File: config.mk
export PLATFORM = sky130hd
export DESIGN_NAME = prio_enc_seg
export DESIGN_NICKNAME = d
export VERILOG_FILES = /design/src/rtl/prio_seg_pkg.sv /design/src/rtl/seg7_bcd_dec.sv /design/src/rtl/prio_enc_seg.sv
export SDC_FILE = /design/constraint.sdc
export NUM_CORES = 1
export LEC_CHECK = 0
export BUFFER_PORTS_ARGS = -buffer_cell sky130_fd_sc_hd__clkbuf_2
export CORE_MARGIN = 1.5
export CORE_UTILIZATION = 58
export CTS_BUF_LIST = sky130_fd_sc_hd__clkbuf_8
export CTS_CLUSTER_DIAMETER = 60
export DETAILED_ROUTE_END_ITERATION = 8
export GPL_ROUTABILITY_DRIVEN = 1
export PLACE_DENSITY = 0.82
export RECOVER_POWER = 25
export SYNTH_ARGS = -nofsm -noshare
export SYNTH_HDL_FRONTEND = slang
export SYNTH_SLANG_ARGS = --single-unit
File: constraint.sdc
create_clock -name clk -period 2.7 [get_ports clk]
set_input_delay 0.27 -clock clk [delete_from_list [all_inputs] [get_ports clk]]
set_output_delay 0.27 -clock clk [all_outputs]
set_load 0.02 [all_outputs]
File: src/rtl/prio_seg_pkg.sv
// rtl/prio_seg_pkg.sv - shared types, glyphs and helpers for the priority encoder display
package prio_seg_pkg;

  typedef enum logic {
    IDLE = 1'b0,
    CONV = 1'b1
  } state_t;

  // Active-high segment patterns, bit order {A,B,C,D,E,F,G}
  localparam logic [6:0] GLYPH_0 = 7'b1111110;
  localparam logic [6:0] GLYPH_1 = 7'b0110000;
  localparam logic [6:0] GLYPH_2 = 7'b1101101;
  localparam logic [6:0] GLYPH_3 = 7'b1111001;
  localparam logic [6:0] GLYPH_4 = 7'b0110011;
  localparam logic [6:0] GLYPH_5 = 7'b1011011;
  localparam logic [6:0] GLYPH_6 = 7'b0011111;
  localparam logic [6:0] GLYPH_7 = 7'b1110000;
  localparam logic [6:0] GLYPH_8 = 7'b1111111;
  localparam logic [6:0] GLYPH_9 = 7'b1110011;

  // Smallest r with 2**r >= n
  function automatic int clog2(input int n);
    int r;
    r = 0;
    for (int i = 0; i < 31; i++) begin
      if ((1 << i) < n) r = i + 1;
    end
    return r;
  endfunction

  function automatic int pow10(input int n);
    int r;
    r = 1;
    for (int i = 0; i < n; i++) r = r * 10;
    return r;
  endfunction

endpackage

File: src/rtl/seg7_bcd_dec.sv
// rtl/seg7_bcd_dec.sv - one BCD digit to active-low seven-segment pattern with blanking
module seg7_bcd_dec
  import prio_seg_pkg::*;
(
  input  logic [3:0] bcd,
  input  logic       blank,
  output logic [6:0] seg
);

  logic [6:0] glyph;

  // Digit to active-high glyph; codes above 9 never occur and fall back to 0
  always_comb begin
    glyph = GLYPH_0;
    case (bcd)
      4'd0:    glyph = GLYPH_0;
      4'd1:    glyph = GLYPH_1;
      4'd2:    glyph = GLYPH_2;
      4'd3:    glyph = GLYPH_3;
      4'd4:    glyph = GLYPH_4;
      4'd5:    glyph = GLYPH_5;
      4'd6:    glyph = GLYPH_6;
      4'd7:    glyph = GLYPH_7;
      4'd8:    glyph = GLYPH_8;
      4'd9:    glyph = GLYPH_9;
      default: glyph = GLYPH_0;
    endcase
  end

  assign seg = blank ? 7'h7F : ~glyph;

endmodule

File: src/rtl/prio_enc_seg.sv
// rtl/prio_enc_seg.sv - registered priority encoder with double-dabble decimal seven-segment output
module prio_enc_seg
  import prio_seg_pkg::*;
#(
  parameter  int W      = 16,
  parameter  int DIGITS = 2,
  localparam int IW     = clog2(W),
  localparam int VW     = clog2(W + 1)
) (
  input  logic                  clk,
  input  logic                  rst_n,
  input  logic                  en,
  input  logic                  start,
  input  logic [W-1:0]          x,
  output logic [IW-1:0]         y,
  output logic                  z,
  output logic [7*DIGITS-1:0]   seg,
  output logic                  busy,
  output logic                  done
);

  localparam int BW = 4 * DIGITS;
  localparam int CW = clog2(VW + 1);

  if (pow10(DIGITS) <= W) begin : g_digits_check
    $error("prio_enc_seg: DIGITS too small to display W");
  end

  state_t              state_q;
  state_t              state_d;
  logic                load;
  logic                finish;
  logic                last;
  logic [IW-1:0]       idx;
  logic                any;
  logic [VW-1:0]       val;
  logic [VW-1:0]       sr_q;
  logic [BW-1:0]       bcd_q;
  logic [BW-1:0]       adj;
  logic [BW-1:0]       bcd_d;
  logic [CW-1:0]       cnt_q;
  logic [IW-1:0]       y_pend;
  logic                z_pend;
  logic [DIGITS-1:0]   blank;
  logic                upper_nz;
  logic [7*DIGITS-1:0] dec_seg;

  // Highest set bit of x; later (higher) indices override earlier ones
  always_comb begin
    idx = '0;
    any = 1'b0;
    for (int i = 0; i < W; i++) begin
      if (x[i]) begin
        idx = IW'(i);
        any = 1'b1;
      end
    end
  end

  assign val  = any ? (VW'(idx) + VW'(1)) : '0;
  assign last = (cnt_q == CW'(VW - 1));
  assign busy = (state_q == CONV);

  // Next state and strobes; en low forces IDLE and suppresses load/finish
  always_comb begin
    state_d = state_q;
    load    = 1'b0;
    finish  = 1'b0;
    case (state_q)
      IDLE: begin
        if (start) begin
          load    = 1'b1;
          state_d = CONV;
        end
      end
      CONV: begin
        if (last) begin
          finish  = 1'b1;
          state_d = IDLE;
        end
      end
    endcase
    if (!en) begin
      state_d = IDLE;
      load    = 1'b0;
      finish  = 1'b0;
    end
  end

  // FSM state register
  always_ff @(posedge clk or negedge rst_n) begin
    if (!rst_n) state_q <= IDLE;
    else        state_q <= state_d;
  end

  // One double-dabble step: add 3 to nibbles >= 5, then shift in the next value bit
  always_comb begin
    adj = bcd_q;
    for (int d = 0; d < DIGITS; d++) begin
      if (bcd_q[4*d +: 4] >= 4'd5) adj[4*d +: 4] = bcd_q[4*d +: 4] + 4'd3;
    end
    bcd_d = BW'({adj, sr_q[VW-1]});
  end

  // Capture on start, then shift once per CONV cycle
  always_ff @(posedge clk or negedge rst_n) begin
    if (!rst_n) begin
      sr_q   <= '0;
      bcd_q  <= '0;
      cnt_q  <= '0;
      y_pend <= '0;
      z_pend <= 1'b0;
    end else if (load) begin
      sr_q   <= val;
      bcd_q  <= '0;
      cnt_q  <= '0;
      y_pend <= idx;
      z_pend <= any;
    end else if (en && state_q == CONV) begin
      sr_q  <= sr_q << 1;
      bcd_q <= bcd_d;
      cnt_q <= cnt_q + CW'(1);
    end
  end

  // Leading-zero blanking on the final BCD value; digit 0 always lit
  always_comb begin
    blank    = '0;
    upper_nz = 1'b0;
    for (int d = DIGITS - 1; d >= 1; d--) begin
      upper_nz = upper_nz | (bcd_d[4*d +: 4] != 4'd0);
      blank[d] = ~upper_nz;
    end
  end

  for (genvar d = 0; d < DIGITS; d++) begin : g_dig
    seg7_bcd_dec u_dec (
      .bcd   (bcd_d[4*d +: 4]),
      .blank (blank[d]),
      .seg   (dec_seg[7*d +: 7])
    );
  end

  // Result registers update only on the last shift; en low blanks them
  always_ff @(posedge clk or negedge rst_n) begin
    if (!rst_n) begin
      y    <= '0;
      z    <= 1'b0;
      seg  <= '1;
      done <= 1'b0;
    end else if (!en) begin
      y    <= '0;
      z    <= 1'b0;
      seg  <= '1;
      done <= 1'b0;
    end else begin
      done <= finish;
      if (finish) begin
        y   <= y_pend;
        z   <= z_pend;
        seg <= dec_seg;
      end
    end
  end

endmodule

# == After elaboration in Yosys (flattened, before gate mapping) ==
# Memory sizes are Yosys's and may differ from the RTL's.
# Index checks and enable logic that the tools add are counted.
# classes
add_sub_neg,4
n_lt_le_gt_ge,2
eq_ne,2
mux,57
bitwise,3
n_reduce_logical,3
# op_table
op,n
4-bit two-way mux,14
1-bit two-way mux,28
14-bit two-way mux,2
8-bit two-way mux,2
5-bit two-way mux,3
7-bit inverter,2
3-bit two-way mux,4
"4-bit by 3-bit >= comparator with 1-bit output, second input constant",2
7-bit two-way mux,1
"4-bit by 1-bit adder with 5-bit output, second input constant",1
"4-bit by 2-bit adder with 4-bit output, second input constant",1
2-bit two-way mux,2
4-bit nonzero test,1
"3-bit by 1-bit adder with 3-bit output, second input constant",1
"3-bit by 2-bit adder with 3-bit output, second input constant",1
"3-bit == test, second input constant",1
"2-bit by 1-bit != test with 1-bit output, second input constant",1
1-bit case mux with 2 select lines,1
2-bit nonzero test,1
1-bit logical AND,1
1-bit inverter,1
# word_totals
reg_bits,42
mem_bits_ro,224
inputBits,20
out_inout_bits,21
elab_cells,83
n_memories,2
# memory_table
name,depth,width,rd,rd_clocked_by_memory_dff,wr,line_no,source
(no name shown),16,7,1,0,0,seg7_bcd_dec.sv:15,case (bcd)
(no name shown),16,7,1,0,0,seg7_bcd_dec.sv:15,

# == Logic depth before layout (Yosys ltp) ==
# depth
ltp_word,18
ltp_mapped,10

# == Cells and area by module ==
# Synthesis repeated with hierarchy kept, for this count alone.
# unflattened
hier_cells,274
hier_area_um2,2508.7
# modules_own_cells
mod,n_inst,cells_each,area_each_um2,seq_area_each_um2
prio_enc_seg,1,222,2098.3,1068.5
seg7_bcd_dec,2,26,205.2,0.0

# == Worst setup path before layout ==
# No wires, ideal clock.
# synth_path
path_kind,reg2reg
from,register bcd_q[4]
to,register seg[9]
setup_ps,80
arrival_ps,1962
setup_slack_ps,658
path_stages_with_launch,10
n_path_buf,0
cell_sequence,dfrtp_1 > ha_1 > nand2b_1 > a21oi_2 > xnor2_1 > inv_1 > ha_1 > a31oi_4 > o21ai_1 > o22a_1
# synth_via
elab_chain_len,7
# synth_rtl
item,line_no,source
"start, declared",prio_enc_seg.sv:38,logic [BW-1:0] bcd_q;
"start signal, assigned",prio_enc_seg.sv:109,bcd_q <= '0;
"start signal, assigned",prio_enc_seg.sv:115,bcd_q <= '0;
"start signal, assigned",prio_enc_seg.sv:121,bcd_q <= bcd_d;
4-bit by 3-bit >= comparator with 1-bit output / 3-bit by 2-bit adder with 3-bit output (equally long branches),prio_enc_seg.sv:100,if (bcd_q[4*d +: 4] >= 4'd5) adj[4*d +: 4] = bcd_q[4*d +: 4] + 4'd3;
3-bit two-way mux (*),prio_enc_seg.sv:100,
memory 16 x 7 bit,n/a,
7-bit inverter,seg7_bcd_dec.sv:30,assign seg = blank ? 7'h7F : ~glyph;
7-bit two-way mux (*),seg7_bcd_dec.sv:30,
14-bit two-way mux (*),prio_enc_seg.sv:158,if (finish) begin
14-bit two-way mux (*),prio_enc_seg.sv:151,end else if (!en) begin
"end signal, assigned",prio_enc_seg.sv:161,seg <= dec_seg;
"end, declared",prio_enc_seg.sv:17,"output logic [7*DIGITS-1:0] seg,"
# Every way passes the cells marked *; elsewhere a longest branch is shown, timed or not. The select of a mux whose other input is x is not followed.
# A chain may end at the register's enable or synchronous reset.

# == Worst setup path in the final report ==
# layout_path
from,register bcd_q[0]
to,register seg[3]
# layout_via
elab_chain_len,6
# layout_rtl
item,line_no
4-bit by 2-bit adder with 4-bit output / 4-bit by 3-bit >= comparator with 1-bit output (equally long branches),prio_enc_seg.sv:100
4-bit two-way mux (*),prio_enc_seg.sv:100
memory 16 x 7 bit (*),n/a
7-bit inverter (*),seg7_bcd_dec.sv:30
14-bit two-way mux (*),prio_enc_seg.sv:158
14-bit two-way mux (*),prio_enc_seg.sv:151
# Marks and branches as above.

==> flow_metrics.tcl <==
set metrics [dict create \
    period_minus_slack_ps 2290 \
    drt_iter0_drc 95 \
    endpoint_kind "register" \
    synth-edff-count 0 \
    num_antenna_cells 0 \
    hpwl_microns 3540 \
    clk_pin_slew_worst_paths_ps 80 \
    antenna_found_initial 0 \
    gr-usage-met1_pct 29.3 \
    ir_worst_vdd_v 0.000395 \
    drc 0 \
    slew_headroom_pct -42.3 \
    worstReg2RegStart "bcd_q[0]$_DFFE_PN0P_" \
    final-hold-violation-count 0 \
    hold_path.class "in2reg" \
    num_vias 1943 \
    initial_utilization_pct 59.9 \
    port_buffers 40 \
    drive_above_1_share_pct 25.9 \
    slew_viol_final 43 \
    crit_arrival_ps 2520 \
    clockBufferDepth 2 \
    clock_latency_ps 300 \
    rsz0062_at_grt "false" \
    syn_nets 284 \
    syn2layout_area_growth_pct 13.9 \
    cts_resized 0 \
    crit_path_start_kind "register" \
    cp_data_required_time_ps 2920 \
    ios 41 \
    seq_area_frac_synth_pct 45.3 \
    synth_ff_type "dfrtp_1" \
    setup-violations-final 0 \
    reg2regPathDepth 9 \
    synth_cell_type_count 57 \
    die_w_microns 66.8 \
    postRouteAntennaNets 0 \
    finalWirelength_microns 4770 \
    ff2ff_setup_slack_ps 410 \
    fmax_mhz 436 \
    top_usage_layer "met2" \
    hold-path-endpoint "sr_q[4]$_DFFE_PN0P_" \
    cts_tree "done" \
    avgSynthCellArea_sq_um 9.52 \
    place_congestion 0.822 \
    htreeDepth 2 \
    hold_start "x[15]" \
    fp.dieH_microns 66.8 \
    final_core_util_pct 68.2 \
    netlist_instances 248 \
    grt_pass1_wl_microns 7710 \
    r2r-end "seg[3]$_DFFE_PN1P_" \
    dieArea_sq_um 4460 \
    crit_fanout 5 \
    cts_root_buf "clkbuf_8" \
    path_class "reg2reg" \
    numCtsBuffers 5 \
    path_cells "inv_1, ha_1, nand2b_1, a21oi_2, xnor2_1, inv_1, ha_1, and2_1, o32a_1" \
    post-cts-setup-buffers 0 \
    power.density_nw_per_um2 574 \
    critPathMaxStageDelay_ps 430 \
    fin_setup_tns_ps 0 \
    hold_depth 3 \
    grtUsageMet2_pct 38.9 \
    grtUsageMet3_pct 5.07 \
    p_leak_uw 0.00124 \
    finClkSkew_ps 3.56 \
    p_total_uw 1540 \
    grt.total_usage_pct 23.1 \
    netlist_area_sq_um 2360 \
    critical_path.startpoint "bcd_q[0]$_DFFE_PN0P_" \
    nets 325 \
    design.core.area_sq_um 3940 \
    first_pass_iters 4 \
    cp_slowest_cell "dfrtp_1" \
    grt_pass1_vias 1674 \
    wl_per_cell_microns 14.0 \
    tightest_slew_ps 2130 \
    violations "capacitance limit, slew limit" \
    synth-seq-cells 42 \
    clock_sinks 42 \
    grt_overflow 0 \
    grt_max_degree 43 \
    post-route-period-util_pct 84.9 \
    async_flop_share_pct 100 \
    hold_buffers 0 \
    hold_slack_ps 292 \
    cap_violations 1 \
    drt-vias-per-instance 5.71 \
    status "complete, but fails checks" \
    ys_warn_count 0 \
    core.rowCount 23 \
]
## synth_stat cells, types with 2 or more instances
library cell,instances,share of area [%]
nand2_1,39,6.2
dfrtp_1,28,30
nor2_1,20,3.2
ha_1,16,8.5
inv_1,15,2.4
dfstp_2,14,16
a21oi_1,11,2.3
o21ai_1,10,2.1
nand3_1,8,1.7
o21ai_0,8,1.7
nor3_1,7,1.5
a21boi_0,5,1.6
clkbuf_1,4,0.64
nand2b_1,4,1.1
a21oi_2,3,1.1
mux2i_1,3,1.3
nor3b_1,3,0.95
xnor2_1,3,1.1
a22o_1,2,0.74
a22oi_1,2,0.64
a31oi_1,2,0.53
and2_1,2,0.53
buf_2,2,0.42
nand3b_1,2,0.64
o21a_1,2,0.64
xor2_1,2,0.74
## through the flow
stage | setup slack, ps | cells | area [sq um]
final | 408 | 340 | 2690
after global routing | 259 | 340 | 2690
after CTS | 424 | 340 | 2690
after detailed placement | 440 | 332 | 2600
after global placement | 539 | 332 | 2600
after floorplan | 658 | 248 | 2360
## logic make-up after synthesis
| group | count (synthesis) | synth area share [%] |
|---|---|---|
| AOI/OAI and AO/OA | 65 | 20.0 |
| DFF | 42 | 45.3 |
| xor gates and xnor gates | 5 | 1.86 |
| muxes | 5 | 2.39 |
| and+or+nand+nor | 92 | 18.0 |
| adders and majority gates | 16 | 8.48 |
| buffers and inverters | 23 | 3.92 |
## state kept, by name (all words and copies together) (netlist names)
register and count:
seg 14, bcd_q 8, sr_q 5, y 4
y_pend 4, cnt_q 3, busy 1, done 1
z 1, z_pend 1
## how the worst max path moves through the flow
stage	to	slack, ps	cells after the start
floorplan	seg[9]$_DFFE_PN1P_	660	9
global placement	seg[9]$_DFFE_PN1P_	540	10
detailed placement	seg[3]$_DFFE_PN1P_	440	9
CTS	seg[3]$_DFFE_PN1P_	420	9
global route	seg[9]$_DFFE_PN1P_	260	10
finish	seg[3]$_DFFE_PN1P_	410	9
## report_power, final
part | internal [uW] | switching [uW] | total, uW | leakage, uW
combinational | 146 | 229 | 375 | 0.000680
clock | 203 | 216 | 419 | 0.0000524
sequential | 697 | 51.7 | 748 | 0.000512
total | 1050 | 497 | 1540 | 0.00124
## critical path, delay by kind of cell, from the launching register on
family                     cells  cell delay, ps
adders and majority gates      2             440
DFF                            1             430
xor gates and xnor gates       1             420
buffers and inverters          2             230
and+or+nand+nor                2             280
AOI/OAI and AO/OA              2             420
## layer usage
metal  wire [microns]  share of wire (%)  vias up
li1                 -                  -      956
met1             2150                 45      940
met3              199                4.2        7
met2             2370                 50       40
met5                0                  0        -
met4               56                1.2        0
## final cells by class
class | instances | area (sq um)
Clock buffer | 6 | 82.6
Inverter | 16 | 60.1
Timing Repair Buffer | 41 | 206
Sequential cell | 42 | 1070
Tap cell | 50 | 62.6
Fill cell | 315 | 1250
Clock inverter | 2 | 8.76
Multi-Input combinational cell | 183 | 1200
## cells in the final DEF, fill, tap and decap left out, drive strengths merged, types with 2 or more instances in the layout
| cell | count |
|---|---|
| o21a | 2 |
| clkbuf | 46 |
| inv | 17 |
| nand2b | 4 |
| nor3b | 3 |
| dfstp | 14 |
| nor2 | 21 |
| a21boi | 5 |
| o21ai | 19 |
| nand3b | 2 |
| a31oi | 3 |
| nand3 | 8 |
| a22oi | 2 |
| a21oi | 14 |
| nor3 | 7 |
| mux2 | 2 |
| ha | 16 |
| a211oi | 2 |
| xnor2 | 3 |
| a22o | 2 |
| mux2i | 3 |
| and2 | 2 |
| xor2 | 2 |
| nand2 | 39 |
| dfrtp | 28 |
No activity file was read; power rests on OpenSTA's default activity.
